==> src/rtl/regfile_mp_if.sv <==
// Register-file bus: two write ports, two read ports, reserve port and busy count.
// The issue/writeback side drives through the master modport; the register file uses slave.
interface regfile_mp_if #(
    parameter int WIDTH = 32,
    parameter int DEPTH = 32
);
    localparam int ADDR_W = (DEPTH > 1) ? $clog2(DEPTH) : 1;
    localparam int CNT_W  = $clog2(DEPTH + 1);

    logic [ADDR_W-1:0] WriteRegisterA;
    logic [WIDTH-1:0]  WriteDataA;
    logic              RegWriteA;
    logic [ADDR_W-1:0] WriteRegisterB;
    logic [WIDTH-1:0]  WriteDataB;
    logic              RegWriteB;
    logic [ADDR_W-1:0] ReadRegister1;
    logic [ADDR_W-1:0] ReadRegister2;
    logic [WIDTH-1:0]  ReadData1;
    logic [WIDTH-1:0]  ReadData2;
    logic              ReadBusy1;
    logic              ReadBusy2;
    logic              Reserve;
    logic [ADDR_W-1:0] ReserveRegister;
    logic [CNT_W-1:0]  BusyCount;

    modport master (
        output WriteRegisterA, WriteDataA, RegWriteA,
        output WriteRegisterB, WriteDataB, RegWriteB,
        output ReadRegister1, ReadRegister2,
        output Reserve, ReserveRegister,
        input  ReadData1, ReadData2, ReadBusy1, ReadBusy2, BusyCount
    );

    modport slave (
        input  WriteRegisterA, WriteDataA, RegWriteA,
        input  WriteRegisterB, WriteDataB, RegWriteB,
        input  ReadRegister1, ReadRegister2,
        input  Reserve, ReserveRegister,
        output ReadData1, ReadData2, ReadBusy1, ReadBusy2, BusyCount
    );
endinterface

==> src/rtl/regfile_mp.sv <==
// Multi-port register file: two prioritised write ports (B over A), two combinational
// read ports with optional write-through bypass, and a per-register pending-write
// scoreboard with a registered occupancy counter for RAW hazard detection.
// WIDTH/DEPTH must match the connected regfile_mp_if instance.
module regfile_mp #(
    parameter int WIDTH    = 32,
    parameter int DEPTH    = 32,
    parameter bit ZERO_REG = 1'b1,
    parameter bit BYPASS   = 1'b1
) (
    input  logic         Clk,
    input  logic         ResetN,
    regfile_mp_if.slave  rf
);
    localparam int ADDR_W = (DEPTH > 1) ? $clog2(DEPTH) : 1;
    localparam int CNT_W  = $clog2(DEPTH + 1);

    logic [WIDTH-1:0]  regs_q [DEPTH];
    logic [WIDTH-1:0]  regs_d [DEPTH];
    logic [DEPTH-1:0]  busy_q, busy_d;
    logic [CNT_W-1:0]  count_q, count_d;

    logic              wr_a_ok, wr_b_ok, res_ok;
    logic [ADDR_W-1:0] rd_addr [2];
    logic [WIDTH-1:0]  rd_data [2];
    logic              rd_busy [2];

    // Addresses beyond DEPTH (non power-of-two depths) and a hardwired r0 are not real storage.
    function automatic logic addr_valid(input logic [ADDR_W-1:0] a);
        return (int'(a) < DEPTH) && !(ZERO_REG && (a == '0));
    endfunction

    assign wr_a_ok = rf.RegWriteA && addr_valid(rf.WriteRegisterA);
    assign wr_b_ok = rf.RegWriteB && addr_valid(rf.WriteRegisterB);
    assign res_ok  = rf.Reserve   && addr_valid(rf.ReserveRegister);

    assign rd_addr[0] = rf.ReadRegister1;
    assign rd_addr[1] = rf.ReadRegister2;

    // Next state: apply A, then B (B overrides on collision), then reserve (wins over a clear).
    always_comb begin
        // NOTE: every variable gets its hold value before any conditional update, so no latch is inferred.
        regs_d = regs_q;
        busy_d = busy_q;
        // NOTE: blocking assignments here so later statements see earlier updates; that ordering is the priority.
        if (wr_a_ok) begin
            regs_d[rf.WriteRegisterA] = rf.WriteDataA;
            busy_d[rf.WriteRegisterA] = 1'b0;
        end
        if (wr_b_ok) begin
            regs_d[rf.WriteRegisterB] = rf.WriteDataB;
            busy_d[rf.WriteRegisterB] = 1'b0;
        end
        if (res_ok) begin
            busy_d[rf.ReserveRegister] = 1'b1;
        end
        // Count follows actual bit transitions, so redundant reserves/clears never skew it.
        count_d = count_q
                + CNT_W'(|(busy_d & ~busy_q))
                - CNT_W'($countones(busy_q & ~busy_d));
    end

    // State registers: storage, busy bits and counter, all cleared asynchronously.
    always_ff @(posedge Clk or negedge ResetN) begin
        if (!ResetN) begin
            // NOTE: the storage array is reset on purpose; reads after reset must return zero.
            regs_q  <= '{default: '0};
            busy_q  <= '0;
            count_q <= '0;
        end else begin
            regs_q  <= regs_d;
            busy_q  <= busy_d;
            count_q <= count_d;
        end
    end

    // Read ports: stored value and busy bit, optionally overridden by this cycle's writes.
    always_comb begin
        for (int p = 0; p < 2; p++) begin
            rd_data[p] = '0;
            rd_busy[p] = 1'b0;
            if (addr_valid(rd_addr[p])) begin
                rd_data[p] = regs_q[rd_addr[p]];
                rd_busy[p] = busy_q[rd_addr[p]];
                if (BYPASS) begin
                    if (wr_b_ok && (rf.WriteRegisterB == rd_addr[p])) begin
                        rd_data[p] = rf.WriteDataB;
                        rd_busy[p] = 1'b0;
                    end else if (wr_a_ok && (rf.WriteRegisterA == rd_addr[p])) begin
                        rd_data[p] = rf.WriteDataA;
                        rd_busy[p] = 1'b0;
                    end
                end
            end
        end
    end

    assign rf.ReadData1 = rd_data[0];
    assign rf.ReadData2 = rd_data[1];
    assign rf.ReadBusy1 = rd_busy[0];
    assign rf.ReadBusy2 = rd_busy[1];
    assign rf.BusyCount = count_q;
endmodule

==> src/flat_wrapper.sv <==
// flat-port wrapper written by rule: the top's interface ports become plain ports
module regfile_mp_flat 
#(
    parameter int WIDTH    = 32,
    parameter int DEPTH    = 32,
    parameter bit ZERO_REG = 1'b1,
    parameter bit BYPASS   = 1'b1
)
  (Clk, ResetN, rf_WriteRegisterA, rf_WriteDataA, rf_RegWriteA, rf_WriteRegisterB, rf_WriteDataB, rf_RegWriteB, rf_ReadRegister1, rf_ReadRegister2, rf_Reserve, rf_ReserveRegister, rf_ReadData1, rf_ReadData2, rf_ReadBusy1, rf_ReadBusy2, rf_BusyCount);
  regfile_mp_if #(.WIDTH(WIDTH), .DEPTH(DEPTH)) rf_i ();
  input  logic Clk;
  input  logic ResetN;
  input wire logic [$bits(rf_i.WriteRegisterA)-1:0] rf_WriteRegisterA;
  input wire logic [$bits(rf_i.WriteDataA)-1:0] rf_WriteDataA;
  input wire logic [$bits(rf_i.RegWriteA)-1:0] rf_RegWriteA;
  input wire logic [$bits(rf_i.WriteRegisterB)-1:0] rf_WriteRegisterB;
  input wire logic [$bits(rf_i.WriteDataB)-1:0] rf_WriteDataB;
  input wire logic [$bits(rf_i.RegWriteB)-1:0] rf_RegWriteB;
  input wire logic [$bits(rf_i.ReadRegister1)-1:0] rf_ReadRegister1;
  input wire logic [$bits(rf_i.ReadRegister2)-1:0] rf_ReadRegister2;
  input wire logic [$bits(rf_i.Reserve)-1:0] rf_Reserve;
  input wire logic [$bits(rf_i.ReserveRegister)-1:0] rf_ReserveRegister;
  output wire logic [$bits(rf_i.ReadData1)-1:0] rf_ReadData1;
  output wire logic [$bits(rf_i.ReadData2)-1:0] rf_ReadData2;
  output wire logic [$bits(rf_i.ReadBusy1)-1:0] rf_ReadBusy1;
  output wire logic [$bits(rf_i.ReadBusy2)-1:0] rf_ReadBusy2;
  output wire logic [$bits(rf_i.BusyCount)-1:0] rf_BusyCount;
  assign rf_i.WriteRegisterA = rf_WriteRegisterA;
  assign rf_i.WriteDataA = rf_WriteDataA;
  assign rf_i.RegWriteA = rf_RegWriteA;
  assign rf_i.WriteRegisterB = rf_WriteRegisterB;
  assign rf_i.WriteDataB = rf_WriteDataB;
  assign rf_i.RegWriteB = rf_RegWriteB;
  assign rf_i.ReadRegister1 = rf_ReadRegister1;
  assign rf_i.ReadRegister2 = rf_ReadRegister2;
  assign rf_i.Reserve = rf_Reserve;
  assign rf_i.ReserveRegister = rf_ReserveRegister;
  assign rf_ReadData1 = rf_i.ReadData1;
  assign rf_ReadData2 = rf_i.ReadData2;
  assign rf_ReadBusy1 = rf_i.ReadBusy1;
  assign rf_ReadBusy2 = rf_i.ReadBusy2;
  assign rf_BusyCount = rf_i.BusyCount;
  regfile_mp #(.WIDTH(WIDTH), .DEPTH(DEPTH), .ZERO_REG(ZERO_REG), .BYPASS(BYPASS)) u_core (.Clk(Clk), .ResetN(ResetN), .rf(rf_i));
endmodule
==> config.mk <==
export PLATFORM = sky130hd
export DESIGN_NAME = regfile_mp_flat
export DESIGN_NICKNAME = d
export VERILOG_FILES = /design/src/rtl/regfile_mp_if.sv /design/src/rtl/regfile_mp.sv /design/src/flat_wrapper.sv
export SDC_FILE = /design/constraint.sdc
export NUM_CORES = 2
export LEC_CHECK = 0
export CAP_MARGIN = 20
export CORE_MARGIN = 5
export CORE_UTILIZATION = 45
export CTS_BUF_LIST = sky130_fd_sc_hd__clkbuf_4 sky130_fd_sc_hd__clkbuf_8 sky130_fd_sc_hd__clkbuf_16
export CTS_CLUSTER_DIAMETER = 50
export DETAILED_ROUTE_END_ITERATION = 10
export PLACE_DENSITY = 0.58
export SYNTH_ARGS = -nofsm -noshare
export SYNTH_HDL_FRONTEND = slang
export SYNTH_SLANG_ARGS = --single-unit
==> constraint.sdc <==
create_clock -name Clk -period 6.7 [get_ports Clk]
set_input_delay 1.675 -clock Clk [delete_from_list [all_inputs] [get_ports Clk]]
set_output_delay 1.675 -clock Clk [all_outputs]
set_load 0.01 [all_outputs]
==> qor.csv <==
metric,value,unit
wl,340600,um
hpwl,204600,um
synth_seq_area_share,0.3852,
initial_utilization,0.4531,
die_y,401.5,um
cp.depth,11,
wl_per_cell,36.57,um
placed_cell_area,74670,um2
synth-simple-area-share,0.1119,
final_area,79990,um2
syn_area,68990,um2
power.density,307.7,nW/um2
whs,0.3989,ns
crit_family,buffers and inverters,
grt_max_degree,138,
drive_gt1_frac,0.1953,
synth_edf_count,0,
end_kind,output pin,
grt_use_total,0.4101,
first_pass_iters,7,
syn2layout_area_growth,15.95,%
worst_slew_pin_slew,1.231,ns
cts_buffer_depth,3,
portBuffers,165,
fp.coreArea,152300,um2
worstSkewPairLatency,0.80,ns
drt_iter0_drc,10150,
synth_area_per_cell,9.558,um2
max_slew_margin,0.1795,
rsz0062_at_grt,yes,
ys_ff_latch,1062,
critPathArrivalTime,5.01,ns
critPathMaxFanout,7,
yosys_warnings,0,
fmax,149.5,MHz
grt-ovfl-total,0,
cp_slowest_stage_delay,0.58,ns
grt_pass1_vias,61115,
critical_path.endpoint,rf_ReadData1[16],
fin_tns_setup,0,ns
r2r-start,u_core.busy_q[23]$_DFF_PN0_,
finalSetupViolCount,0,
hold_buffers,0,
ioPinCount,166,
rrSetupSlack,1.72,ns
vias,64007,
startpoint,rf_WriteRegisterB[1],
fin_crit_sh,0.9983,
timing.rr.end,u_core.rf.BusyCount[4]$_DFF_PN0_,
synth_compound_area_frac,0.1573,
critPathKind,primary input to output pin,
muxShareOfSynthArea,0.2690,
fp.dieArea,161200,um2
nNetsFinal,7313,
status,"finished, final reports clean",
synth_fp_nets,7375,
cts_buffers,147,
path_clk_slew,0.05,ns
cts_sinks,1062,
leakage,34.52,nW
finalHoldViolCount,0,
synth_fa_ha_area_frac,0.01458,
antenna_found_initial,23,
synth_ff_type,dfrtp_1,
holdCritPathClass,flip-flop to flip-flop,
grt_pass1_wl,473000,um
async_flop_share,1.000,
slowest_stage,or4_4,
synthXorXnorAreaFrac,0.003301,
crit_required,5.03,ns
drtAntennaViolNets,0,
synth_top_family_by_area,multiplexers,
die_w,401.5,um
worst-r2r-cell-count,17,
ys_types,75,
cts_tree,yes,
cts_root_buffer,clkbuf_16,
ir_drop,301.3,uV
cp_num_buf_inv,6,
fin_crit,6.688,ns
rows,143,
fin_total_pwr,24.61,mW
gp_congestion,0.9545,
drv_cap,0,
slew_violations,0,
drc_errors,0,
crit_chain,clkdlybuf4s50_1 -> buf_4 -> buf_4 -> or4_4 -> o211ai_4 -> nor2_4 -> or3b_4 -> buf_6 -> o221ai_2 -> buf_12 -> clkdlybuf4s50_1,
finalClockSkew,0.01844,ns
htreeDepth,4,
via_per_inst,6.872,
syn_inst,7218,
start_kind,primary input,
==> worst min path at each step <==
stage                                        startpoint                             to  depth (start not counted)
final                     u_core.regs_q[1018]$_DFF_PN0_  u_core.regs_q[1018]$_DFF_PN0_                          0
after global routing      u_core.regs_q[1003]$_DFF_PN0_  u_core.regs_q[1003]$_DFF_PN0_                          0
after CTS                 u_core.regs_q[1018]$_DFF_PN0_  u_core.regs_q[1018]$_DFF_PN0_                          0
after detailed placement  u_core.regs_q[1018]$_DFF_PN0_  u_core.regs_q[1018]$_DFF_PN0_                          0
after global placement    u_core.regs_q[1000]$_DFF_PN0_  u_core.regs_q[1000]$_DFF_PN0_                          0
after floorplan           u_core.regs_q[1000]$_DFF_PN0_  u_core.regs_q[1000]$_DFF_PN0_                          1
==> cell usage in the layout, fill, tap and decap left out, types with 26 or more instances in the layout <==
cell             count
fa_1                28
nor2_1             738
nand2_4             29
o2bb2ai_1           31
clkdlybuf4s50_1    134
buf_4              457
o22ai_1             43
a21oi_1           1023
a31oi_1             55
mux2i_1            855
o221ai_1           112
buf_12              66
a211o_1             33
clkbuf_16          152
nor3_1             249
nand3_1             43
o21ai_0            392
mux2_2              84
mux4_2             402
dfrtp_1           1062
ha_1                34
nand2_1            682
clkbuf_8            26
inv_1               86
==> power by group <==
group	switching [mW]	leakage [nW]	internal, mW
registers	1.47	13.0	8.10
logic	3.29	19.0	3.42
clock network	3.31	2.53	5.03
total	8.07	34.5	16.5
==> metal layers <==
metal,track usage,part of all wire,vias up
met3,0.1470,0.14,1322
met1,0.5247,0.37,31596
met5,0.01398,0.00074,-
li1,-,-,25947
met4,0.2595,0.077,18
met2,0.5893,0.42,5124
==> what timing repair did <==
item,CTS,global route
endpoints found under the setup margin,29,35
gates resized for setup,15,20
pin swaps,1,1
buffers inserted,2,4
==> cells by family (layout without fill, tap and decap cells) <==
kind of cell / Yosys count / count (layout)
AOI/OAI and AO/OA: 1869 / 1869
buffers and inverters: 984 / 1036
xor gates and xnor gates: 26 / 26
adders and majority gates: 63 / 63
and+or+nand+nor: 1872 / 1872
muxes: 1341 / 1341
other: 1 / 15
DFF: 1062 / 1062
==> sequential cells by signal, summed over array words and instances (netlist names) <==
signal / count
u_core.busy_q: 32
u_core.regs_q: 1024
u_core.rf.BusyCount: 6
==> cell type report <==
cell class	instances	area (um2)
Fill cell	13564	72270
Multi-Input combinational cell	5172	38970
Sequential cell	1062	26580
Timing Repair Buffer	682	6389
Clock buffer	188	4224
Tap cell	2030	2540
Clock inverter	75	910.9
Inverter	91	341.6
Antenna cell	14	35.03
==> Yosys cell counts (25+ instances only) <==
cell type,count,share of area
dfrtp_1,1062,0.39
o22ai_1,43,0.0039
buf_2,109,0.0079
a21oi_1,1023,0.074
buf_4,50,0.0054
nor2_1,751,0.041
nor3_1,255,0.018
a22oi_1,25,0.0027
nand3_1,45,0.0033
mux2i_1,855,0.12
mux4_2,402,0.13
clkbuf_1,629,0.034
o21ai_0,393,0.029
ha_1,34,0.0062
mux2_2,84,0.014
a211o_1,33,0.0042
o2bb2ai_1,31,0.0039
nand2_1,724,0.039
fa_1,29,0.0084
o221ai_1,118,0.015
inv_1,87,0.0047
a31oi_1,55,0.0050
buf_1,97,0.0053
==> metrics by stage <==
stage               setup WS (ns)  std cells    util
detailed placement        -0.7342       9031  0.4904
floorplan               -0.001786       7218       -
global placement          -0.7797       9030  0.4904
finish                    0.01157       9314  0.5253
CTS                      0.007355       9296  0.5244
global route             -0.01296       9304  0.5252
No activity file was read; power rests on OpenSTA's default activity.
